### config.mk
export PLATFORM = sky130hd
export DESIGN_NAME = regfile_mp_flat
export DESIGN_NICKNAME = d
export VERILOG_FILES = /design/src/rtl/regfile_mp_pkg.sv /design/src/rtl/regfile_mp_if.sv /design/src/rtl/regfile_scoreboard.sv /design/src/rtl/regfile_mp.sv /design/src/flat_wrapper.sv
export SDC_FILE = /design/constraint.sdc
export NUM_CORES = 2
export LEC_CHECK = 0
export CORE_AREA = 4 4 345 432
export DETAILED_ROUTE_END_ITERATION = 6
export DIE_AREA = 0 0 349 436
export DONT_BUFFER_PORTS = 1
export HOLD_SLACK_MARGIN = 0.06
export PLACE_DENSITY = 0.74
export SYNTH_ARGS = -nofsm -noshare
export SYNTH_HDL_FRONTEND = slang
export SYNTH_SLANG_ARGS = --single-unit
### constraint.sdc
create_clock -name clk -period 40 [get_ports clk]
set_input_delay 2 -clock clk [delete_from_list [all_inputs] [get_ports clk]]
set_output_delay 2 -clock clk [all_outputs]
set_load 0.01 [all_outputs]
### src/rtl/regfile_mp_pkg.sv
// Shared defaults, the zero-register constant and read-port slicing helpers for regfile_mp.
// The macros expect ADDR_W / DATA_W to be in scope where they are expanded.
`ifndef REGFILE_MP_PKG_SV
`define REGFILE_MP_PKG_SV

`define RF_ADDR_SLICE(vec, k) vec[(k)*ADDR_W +: ADDR_W]
`define RF_DATA_SLICE(vec, k) vec[(k)*DATA_W +: DATA_W]

package regfile_mp_pkg;

    localparam int unsigned DefDataW = 32;
    localparam int unsigned DefAddrW = 5;
    localparam int unsigned DefNumRd = 2;
    localparam int unsigned ZeroReg  = 0;

endpackage

`endif

### src/rtl/regfile_mp_if.sv
// Decode/writeback-facing bus of the multi-port register file.
interface regfile_mp_if
    import regfile_mp_pkg::*;
#(
    parameter int unsigned DATA_W = DefDataW,
    parameter int unsigned ADDR_W = DefAddrW,
    parameter int unsigned NUM_RD = DefNumRd
);
    logic [NUM_RD*ADDR_W-1:0] rd_addr;
    logic [NUM_RD*DATA_W-1:0] rd_data;
    logic [NUM_RD-1:0]        rd_busy;
    logic                     wa_en;
    logic [ADDR_W-1:0]        wa_addr;
    logic [DATA_W-1:0]        wa_data;
    logic                     wb_en;
    logic [ADDR_W-1:0]        wb_addr;
    logic [DATA_W-1:0]        wb_data;
    logic                     wb_clr;
    logic                     rsv_en;
    logic [ADDR_W-1:0]        rsv_addr;
    logic [ADDR_W-1:0]        dbg_addr;
    logic [DATA_W-1:0]        dbg_data;
    logic [ADDR_W:0]          busy_cnt;

    modport master (
        output rd_addr, wa_en, wa_addr, wa_data, wb_en, wb_addr, wb_data, wb_clr,
               rsv_en, rsv_addr, dbg_addr,
        input  rd_data, rd_busy, dbg_data, busy_cnt
    );

    modport slave (
        input  rd_addr, wa_en, wa_addr, wa_data, wb_en, wb_addr, wb_data, wb_clr,
               rsv_en, rsv_addr, dbg_addr,
        output rd_data, rd_busy, dbg_data, busy_cnt
    );
endinterface

### src/rtl/regfile_scoreboard.sv
// Per-register busy scoreboard: reserve at issue, clear at load writeback, running busy count.
module regfile_scoreboard
    import regfile_mp_pkg::*;
#(
    parameter int unsigned ADDR_W = DefAddrW,
    parameter int unsigned NUM_RD = DefNumRd,
    parameter int unsigned BYPASS = 1
) (
    input  logic                     clk,
    input  logic                     reset,
    input  logic [NUM_RD*ADDR_W-1:0] rd_addr,
    input  logic                     rsv_en,
    input  logic [ADDR_W-1:0]        rsv_addr,
    input  logic                     clr_en,
    input  logic [ADDR_W-1:0]        clr_addr,
    output logic [NUM_RD-1:0]        rd_busy,
    output logic [ADDR_W:0]          busy_cnt
);
    localparam int unsigned Depth = 2 ** ADDR_W;
    localparam int unsigned CntW  = ADDR_W + 1;

    logic [Depth-1:0] busy_q, busy_d;
    logic [CntW-1:0]  cnt_q, cnt_d;
    logic             set, clr, same, inc, dec;

    assign set  = rsv_en && (rsv_addr != ADDR_W'(ZeroReg));
    assign clr  = clr_en && (clr_addr != ADDR_W'(ZeroReg));
    assign same = set && clr && (rsv_addr == clr_addr);
    assign inc  = set && !busy_q[rsv_addr];
    // A same-address set/clear keeps the bit set, so the clear never counts there.
    assign dec  = clr && busy_q[clr_addr] && !same;

    always_comb begin
        busy_d = busy_q;
        if (clr) busy_d[clr_addr] = 1'b0;
        if (set) busy_d[rsv_addr] = 1'b1;
        cnt_d = cnt_q + CntW'(inc) - CntW'(dec);
    end

    always_ff @(posedge clk or posedge reset) begin
        if (reset) begin
            busy_q <= '0;
            cnt_q  <= '0;
        end else begin
            busy_q <= busy_d;
            cnt_q  <= cnt_d;
        end
    end

    assign busy_cnt = cnt_q;

    for (genvar k = 0; k < NUM_RD; k++) begin : g_rd
        logic [ADDR_W-1:0] a;
        logic              fwd_clr;
        assign a       = `RF_ADDR_SLICE(rd_addr, k);
        assign fwd_clr = (BYPASS != 0) && clr && (clr_addr == a) && !(set && (rsv_addr == a));
        assign rd_busy[k] = busy_q[a] && !fwd_clr;
    end
endmodule

### src/rtl/regfile_mp.sv
// Multi-read, dual-write register file with optional write-to-read bypass and busy scoreboard.
// Write port A (ALU) wins over port B (load) on an address collision.
module regfile_mp
    import regfile_mp_pkg::*;
#(
    parameter int unsigned DATA_W = DefDataW,
    parameter int unsigned ADDR_W = DefAddrW,
    parameter int unsigned NUM_RD = DefNumRd,
    parameter int unsigned BYPASS = 1
) (
    input  logic         clk,
    input  logic         reset,
    regfile_mp_if.slave  bus
);
    localparam int unsigned Depth = 2 ** ADDR_W;
    localparam logic [ADDR_W-1:0] Zero = ADDR_W'(ZeroReg);

    logic [DATA_W-1:0] mem_q [Depth];
    logic              wa_hit, wb_hit;

    assign wa_hit = bus.wa_en && (bus.wa_addr != Zero);
    assign wb_hit = bus.wb_en && (bus.wb_addr != Zero) && !(wa_hit && (bus.wa_addr == bus.wb_addr));

    always_ff @(posedge clk or posedge reset) begin
        if (reset) begin
            for (int i = 0; i < Depth; i++) mem_q[i] <= '0;
        end else begin
            if (wa_hit) mem_q[bus.wa_addr] <= bus.wa_data;
            if (wb_hit) mem_q[bus.wb_addr] <= bus.wb_data;
        end
    end

    for (genvar k = 0; k < NUM_RD; k++) begin : g_rd
        logic [ADDR_W-1:0] a;
        logic [DATA_W-1:0] d;
        assign a = `RF_ADDR_SLICE(bus.rd_addr, k);
        always_comb begin
            d = mem_q[a];
            if (a == Zero) begin
                d = '0;
            end else if ((BYPASS != 0) && wa_hit && (bus.wa_addr == a)) begin
                d = bus.wa_data;
            end else if ((BYPASS != 0) && bus.wb_en && (bus.wb_addr == a)) begin
                d = bus.wb_data;
            end
        end
        assign `RF_DATA_SLICE(bus.rd_data, k) = d;
    end

    assign bus.dbg_data = (bus.dbg_addr == Zero) ? '0 : mem_q[bus.dbg_addr];

    regfile_scoreboard #(
        .ADDR_W (ADDR_W),
        .NUM_RD (NUM_RD),
        .BYPASS (BYPASS)
    ) u_scoreboard (
        .clk      (clk),
        .reset    (reset),
        .rd_addr  (bus.rd_addr),
        .rsv_en   (bus.rsv_en),
        .rsv_addr (bus.rsv_addr),
        .clr_en   (bus.wb_en && bus.wb_clr),
        .clr_addr (bus.wb_addr),
        .rd_busy  (bus.rd_busy),
        .busy_cnt (bus.busy_cnt)
    );
endmodule

### src/flat_wrapper.sv
// flat-port wrapper written by rule: the top's interface ports become plain ports
module regfile_mp_flat import regfile_mp_pkg::*;
#(
    parameter int unsigned DATA_W = DefDataW,
    parameter int unsigned ADDR_W = DefAddrW,
    parameter int unsigned NUM_RD = DefNumRd,
    parameter int unsigned BYPASS = 1
)
  (clk, reset, bus_rd_addr, bus_wa_en, bus_wa_addr, bus_wa_data, bus_wb_en, bus_wb_addr, bus_wb_data, bus_wb_clr, bus_rsv_en, bus_rsv_addr, bus_dbg_addr, bus_rd_data, bus_rd_busy, bus_dbg_data, bus_busy_cnt);
  regfile_mp_if #(.DATA_W(DATA_W), .ADDR_W(ADDR_W), .NUM_RD(NUM_RD)) bus_i ();
  input  logic clk;
  input  logic reset;
  input wire logic [$bits(bus_i.rd_addr)-1:0] bus_rd_addr;
  input wire logic [$bits(bus_i.wa_en)-1:0] bus_wa_en;
  input wire logic [$bits(bus_i.wa_addr)-1:0] bus_wa_addr;
  input wire logic [$bits(bus_i.wa_data)-1:0] bus_wa_data;
  input wire logic [$bits(bus_i.wb_en)-1:0] bus_wb_en;
  input wire logic [$bits(bus_i.wb_addr)-1:0] bus_wb_addr;
  input wire logic [$bits(bus_i.wb_data)-1:0] bus_wb_data;
  input wire logic [$bits(bus_i.wb_clr)-1:0] bus_wb_clr;
  input wire logic [$bits(bus_i.rsv_en)-1:0] bus_rsv_en;
  input wire logic [$bits(bus_i.rsv_addr)-1:0] bus_rsv_addr;
  input wire logic [$bits(bus_i.dbg_addr)-1:0] bus_dbg_addr;
  output wire logic [$bits(bus_i.rd_data)-1:0] bus_rd_data;
  output wire logic [$bits(bus_i.rd_busy)-1:0] bus_rd_busy;
  output wire logic [$bits(bus_i.dbg_data)-1:0] bus_dbg_data;
  output wire logic [$bits(bus_i.busy_cnt)-1:0] bus_busy_cnt;
  assign bus_i.rd_addr = bus_rd_addr;
  assign bus_i.wa_en = bus_wa_en;
  assign bus_i.wa_addr = bus_wa_addr;
  assign bus_i.wa_data = bus_wa_data;
  assign bus_i.wb_en = bus_wb_en;
  assign bus_i.wb_addr = bus_wb_addr;
  assign bus_i.wb_data = bus_wb_data;
  assign bus_i.wb_clr = bus_wb_clr;
  assign bus_i.rsv_en = bus_rsv_en;
  assign bus_i.rsv_addr = bus_rsv_addr;
  assign bus_i.dbg_addr = bus_dbg_addr;
  assign bus_rd_data = bus_i.rd_data;
  assign bus_rd_busy = bus_i.rd_busy;
  assign bus_dbg_data = bus_i.dbg_data;
  assign bus_busy_cnt = bus_i.busy_cnt;
  regfile_mp #(.DATA_W(DATA_W), .ADDR_W(ADDR_W), .NUM_RD(NUM_RD), .BYPASS(BYPASS)) u_core (.clk(clk), .reset(reset), .bus(bus_i));
endmodule
# After elaboration in Yosys (flattened, before gate mapping)
# Cells that the tools add are included.
# W data, S select, Z words.
# word_totals
regBits,1062
in_bits,100
out_inout_bits,104
wordCells,144
# classes
add_sub_neg,2
order_cmp,13
n_eq_ne,8
n_mux,38
bitwise,8
reduce_logical,41
# ops
cell,n
$bwmux W1024,2
$mux W1024,2
$mux W32,17
$bmux W32 S5,3
$demux W32 S5,2
$eq A5 B5 Y1,8
$and A32 B32 Y32,1
$not A32 Y32,1
$or A32 B32 Y32,1
$ge A6 B6 Y1 const B,5
$not A5 Y6,5
$logic_and A1 B1 Y1,28
$lt A5 B6 Y1 const B,4
$bmux W1 S5,4
$logic_not A5 Y1,3
$reduce_bool A5 Y1,3
$lt A6 B1 Y1 const B,2
$demux W1 S5,2
$ge A5 B1 Y1 const B,2
$logic_not A1 Y1,7
$add A6 B1 Y6,1
$mux W1,6
$sub A6 B1 Y6,1

# Depth between registers and ports, before layout
# logic_depth
depth_word,9
mapped_depth,16
ltp_nobuf,13

# Modules after synthesis
# A second synthesis with hierarchy kept.
# hier_totals
cells_unflattened,6611
hier_area_um2,76611.0
# by_module_without_submodules
module,n_inst,cells_each,area_each_um2,seq_area_each_um2
regfile_mp,1,6318,73450.4,25624.6
regfile_scoreboard,1,293,3160.5,950.9

# Worst setup path before layout
# Ideal clock, no wire load.
# synth_path
kind,input-to-output
start,in bus_dbg_addr[0]
end,out bus_dbg_data[10]
arrival_ps,4168
required_time_ps,38000
slack_ps,33832
stages,7
path_buffers,3
path_cell_list,clkbuf_1 -> buf_2 -> buf_1 -> mux4_2 -> mux4_2 -> nand2_1 -> o21ai_0
# synth_via
elab_chain_cells,5
elab_cells_between_ends,6
classes_between,4 x mux; 1 x bitwise; 1 x reduce/logical
# synth_rtl
element,line_no,rtl
start: declaration,flat_wrapper.sv:23,input wire logic [$bits(bus_i.dbg_addr)-1:0] bus_dbg_addr;
$not A5 Y6 (not written as such),regfile_mp.sv:50,assign bus.dbg_data = (bus.dbg_addr == Zero) ? '0 : mem_q[bus.dbg_addr];
$bmux W32 S5,regfile_mp.sv:50,
$mux W32 (not written as such) (2 in series),regfile_mp.sv:50,
$mux W32 (*),regfile_mp.sv:50,
end: declaration,flat_wrapper.sv:26,output wire logic [$bits(bus_i.dbg_data)-1:0] bus_dbg_data;
# Every way passes the cells marked *; elsewhere a longest branch is shown, timed or not. The select of a mux whose other input is x is not followed.

# Worst setup path in the final report
# layout_path
start,in bus_rd_addr[6]
end,out bus_rd_data[33]
# layout_via
elab_chain_cells,7
elab_cells_between_ends,12
classes_between,2 x eq/ne; 6 x mux; 1 x bitwise; 3 x reduce/logical
# layout_rtl
element,line_no,rtl
start: declaration,flat_wrapper.sv:13,input wire logic [$bits(bus_i.rd_addr)-1:0] bus_rd_addr;
$not A5 Y6 (not written as such),regfile_mp.sv:38,d = mem_q[a];
$bmux W32 S5,regfile_mp.sv:38,
$mux W32 (not written as such) (2 in series),regfile_mp.sv:38,
$mux W32,regfile_mp.sv:43,end else if ((BYPASS != 0) && bus.wb_en && (bus.wb_addr == a)) begin
$mux W32,regfile_mp.sv:41,end else if ((BYPASS != 0) && wa_hit && (bus.wa_addr == a)) begin
$mux W32 (*),regfile_mp.sv:39,if (a == Zero) begin
end: declaration,flat_wrapper.sv:24,output wire logic [$bits(bus_i.rd_data)-1:0] bus_rd_data;
# Marked as above.

==> metrics.csv <==
stage;metric;value;unit
status;outcome;finished with violations;
status;failing checks;DRC, capacitance limit, slew limit;
sta;setup TNS;0;ps
grt;first-pass GRT wire length;439.2;mm
die;core area;144600;um2
pwr;Seq pwr share;42.5;%
detailed_routing;Remaining DRCs;15;
layout;commonest non-fill, non-tap cell in the layout;mux2i_1;
worst_setup_path;crit-path max FO;247;
sta;final hold slack;420.8;ps
grt;vias in the first global route;61997;
worst_setup_path;worst r2r src;u_core.u_scoreboard.busy_q[7];
min_path;hold path cells;0;
logic_synthesis;post-synth top area share;34.85;%
sta;Final Cycle Share;20.29;%
die;die area;152200;um2
detailed_routing;routed len/inst;37.38;um
detailed_routing;remaining antenna violation count;0;
grt;largest net degree at the start of global routing;269;
min_path;worst hold path type;reg2reg;
sta;Worst slew margin;-47.92;%
clock_tree;CTS clk-pin slew, worst paths;60;ps
grt;GRT overflow;0;
worst_setup_path;critical path required time;38000;ps
detailed_routing;drt first pass iters;7;
pwr;part of the power in combinational logic;28.3;%
logic_synthesis;Synthesized Nets;6919;
logic_synthesis;largest cells by area after synthesis;dfrtp_1, mux2i_1, mux4_2;
clock_tree;clk_lat worst skew;750;ps
logic_synthesis;Post-Synthesis Cells;6812;
worst_setup_path;CP Launch Type;input port;
sta;clk_skew;15.70;ps
place;Detailed Place HPWL;165.6;mm
sta;minimum clock period;8115;ps
grt;initial antenna violation count;13;
worst_setup_path;arrival time worst endpoint;6120;ps
logic_synthesis;cell taking the most area after synthesis;dfrtp_1;
layout;Core Util, Final;55.60;%
die;I/O Pins;204;
clock_tree;CTS sink cnt;1062;
sta;final setup fails;0;
clock_tree;CTS Hold Bufs;0;
detailed_routing;via count;63478;
pwr;P_leak;33.53;nW
logic_synthesis;mapped cell area;76260;um2
pwr;P_sw;1.282;mW
worst_setup_path;kind of critical path;in2out;
place;Port Buf Inserts;0;
detailed_routing;Vias/cell;7.747;
layout;share of cells above drive strength 1;17.62;%
logic_synthesis;YS warnings;0;
layout;area grow syn2layout;5.444;%
pwr;PD cells;49.30;nW/um2
clock_tree;CTS Root Cell;clkbuf_16;
pwr;Power Internal;2.682;mW
pwr;Worst VDD drop;0.00004136;V
clock_tree;cts repair resizes;0;
logic_synthesis;Main synth FF type;dfrtp_1;
sta;max-slew violations;175;
flow_run;Max Cap Viol;2;
clock_tree;Max Root-Sink Buffers;3;
place;RePlAce Congestion;0.9167;
logic_synthesis;Syn Area/Cell;11.20;um2
sta;Fin. Hold Viols;0;
logic_synthesis;ys async rst share;100.0;%
sta;Fmax;123.2;MHz
die;Die Wd;349;um
detailed_routing;DRT iter0 DRCs;10610;
layout;nets;6301;
logic_synthesis;number of synthesized register bits;1062;
die;effective utilization at floorplan;52.73;%
min_path;Hold EP;u_core.mem_q[1006];
logic_synthesis;number of synthesized flops with an enable pin;0;
sta;actual slew at the worst max-slew pin;2219;ps
layout;fillcell total;11941;
die;Rows;156;
logic_synthesis;sequential fraction of the synthesis area;34.85;%
worst_setup_path;R2R Setup Slk;36710;ps
sta;RSZ-0062 raised after global routing;no;
pwr;clock network fraction of total power;29.2;%
grt;all-layer global routing usage;39.42;%
worst_setup_path;Worst setup EP type;primary output;
clock_tree;CTS tree;yes;
logic_synthesis;Yosys cell types;56;
pwr;total power;3.964;mW
pwr;switch share;32.34;%
die;Die Ht;436;um
clock_tree;CTS H-tree lvls;3;
clock_tree;Post-CTS Setup Repair Bufs;0;
layout;most frequent cells in the layout;mux2i_1, dfrtp_1, a21oi_1;
min_path;Hold Crit Start;u_core.mem_q[1006];
worst_setup_path;Reg-to-Reg End;u_core.u_scoreboard.busy_cnt[4];
clock_tree;CTS Buf Count;115;
worst_setup_path;worst r2r path cells;13;
detailed_routing;drt total wl;306.3;mm
## cell usage after synthesis, types with 11 or more instances
cell      number
a221oi_1      63
mux4_2       668
inv_1         79
o21ai_1       13
nor2b_1       44
o22ai_1       62
buf_6         31
buf_2        114
nand3b_1      11
a22o_1        63
nand3_1       31
buf_1        121
nor2_1       673
a311oi_1      62
xnor2_1       29
dfrtp_1     1062
o21ai_0      156
mux2i_1     1750
clkbuf_1     570
a21oi_1      712
nand2_1      181
o221ai_1     126
xor2_1        16
mux2_2        62
## power groups by stage
stage	combinational, mW	sequential (mW)	clock [mW]
CTS	1.10	1.66	1.15
global route	1.20	1.72	1.20
finish	1.12	1.69	1.16
floorplan	0.952	1.58	0
detailed placement	1.09	1.68	0
global placement	1.05	1.65	0
## logic make-up (layout without fill, tap and decap cells)
kind of cell	Yosys count	count (layout)	share of synthesized area (%)
mux	2480	2480	43.61
compound gates	1287	1287	10.20
flops	1062	1062	34.85
simple gates	1006	1006	5.600
buf+inv	925	402	5.094
xor+xnor	45	45	0.5168
fa+ha+maj	7	7	0.1247
other cells	0	9	0
## sequential cells by signal (all words and copies together), names as in the netlist
register and count:
u_core.mem_q 1024, u_core.u_scoreboard.busy_q 32, u_core.u_scoreboard.busy_cnt 6
## layout make-up
cell class                 instances  area, um2  area share (%)
antenna                            9      22.52         0.02801
inverter                          79      304.0          0.3781
tap                             1896       2372           2.950
sequential                      1062      26580           33.05
clock inverter                    39      543.0          0.6753
multi-input combinational       4825      46290           57.57
clock buffer                     173       3447           4.287
timing repair buffer             111      853.3           1.061
## layer usage
| metal | GRT usage [%] | vias up | share of wire (%) |
|---|---|---|---|
| met5 | 0 | - | 0.0039 |
| met4 | 31.64 | 2 | 10 |
| met3 | 16.07 | 1844 | 15 |
| met1 | 46.64 | 31294 | 32 |
| met2 | 56.53 | 5820 | 42 |
| li1 | - | 24518 | - |
## worst max path at each step
stage	cells past startpoint	endpoint	from	slack, ps
3_5_place_dp	7	bus_rd_data[26]	bus_wa_addr[1]	32520
4_1_cts	7	bus_rd_data[26]	bus_wa_addr[1]	32490
3_3_place_gp	7	bus_rd_data[32]	bus_wa_addr[1]	32500
6_report	6	bus_rd_data[33]	bus_rd_addr[6]	31880
5_1_grt	7	bus_rd_data[21]	bus_wa_addr[1]	32460
2_1_floorplan	1	u_core.mem_q[0]	reset	8110
## critical path, stage by stage
cell and delay, ps:
or3b_4 1350, buf_4 470, o221ai_1 270, a21oi_1 70
a22o_1 360, o221ai_1 500
## metrics by stage
step	setup slack, ps	area, um2	instances
CTS	32490	80360	8184
finish	31880	80410	8194
global placement	32500	76370	7972
detailed placement	32520	76370	7972
global route	32460	80390	8185
floorplan	8106	76260	6812
No activity file was read; power rests on OpenSTA's default activity.
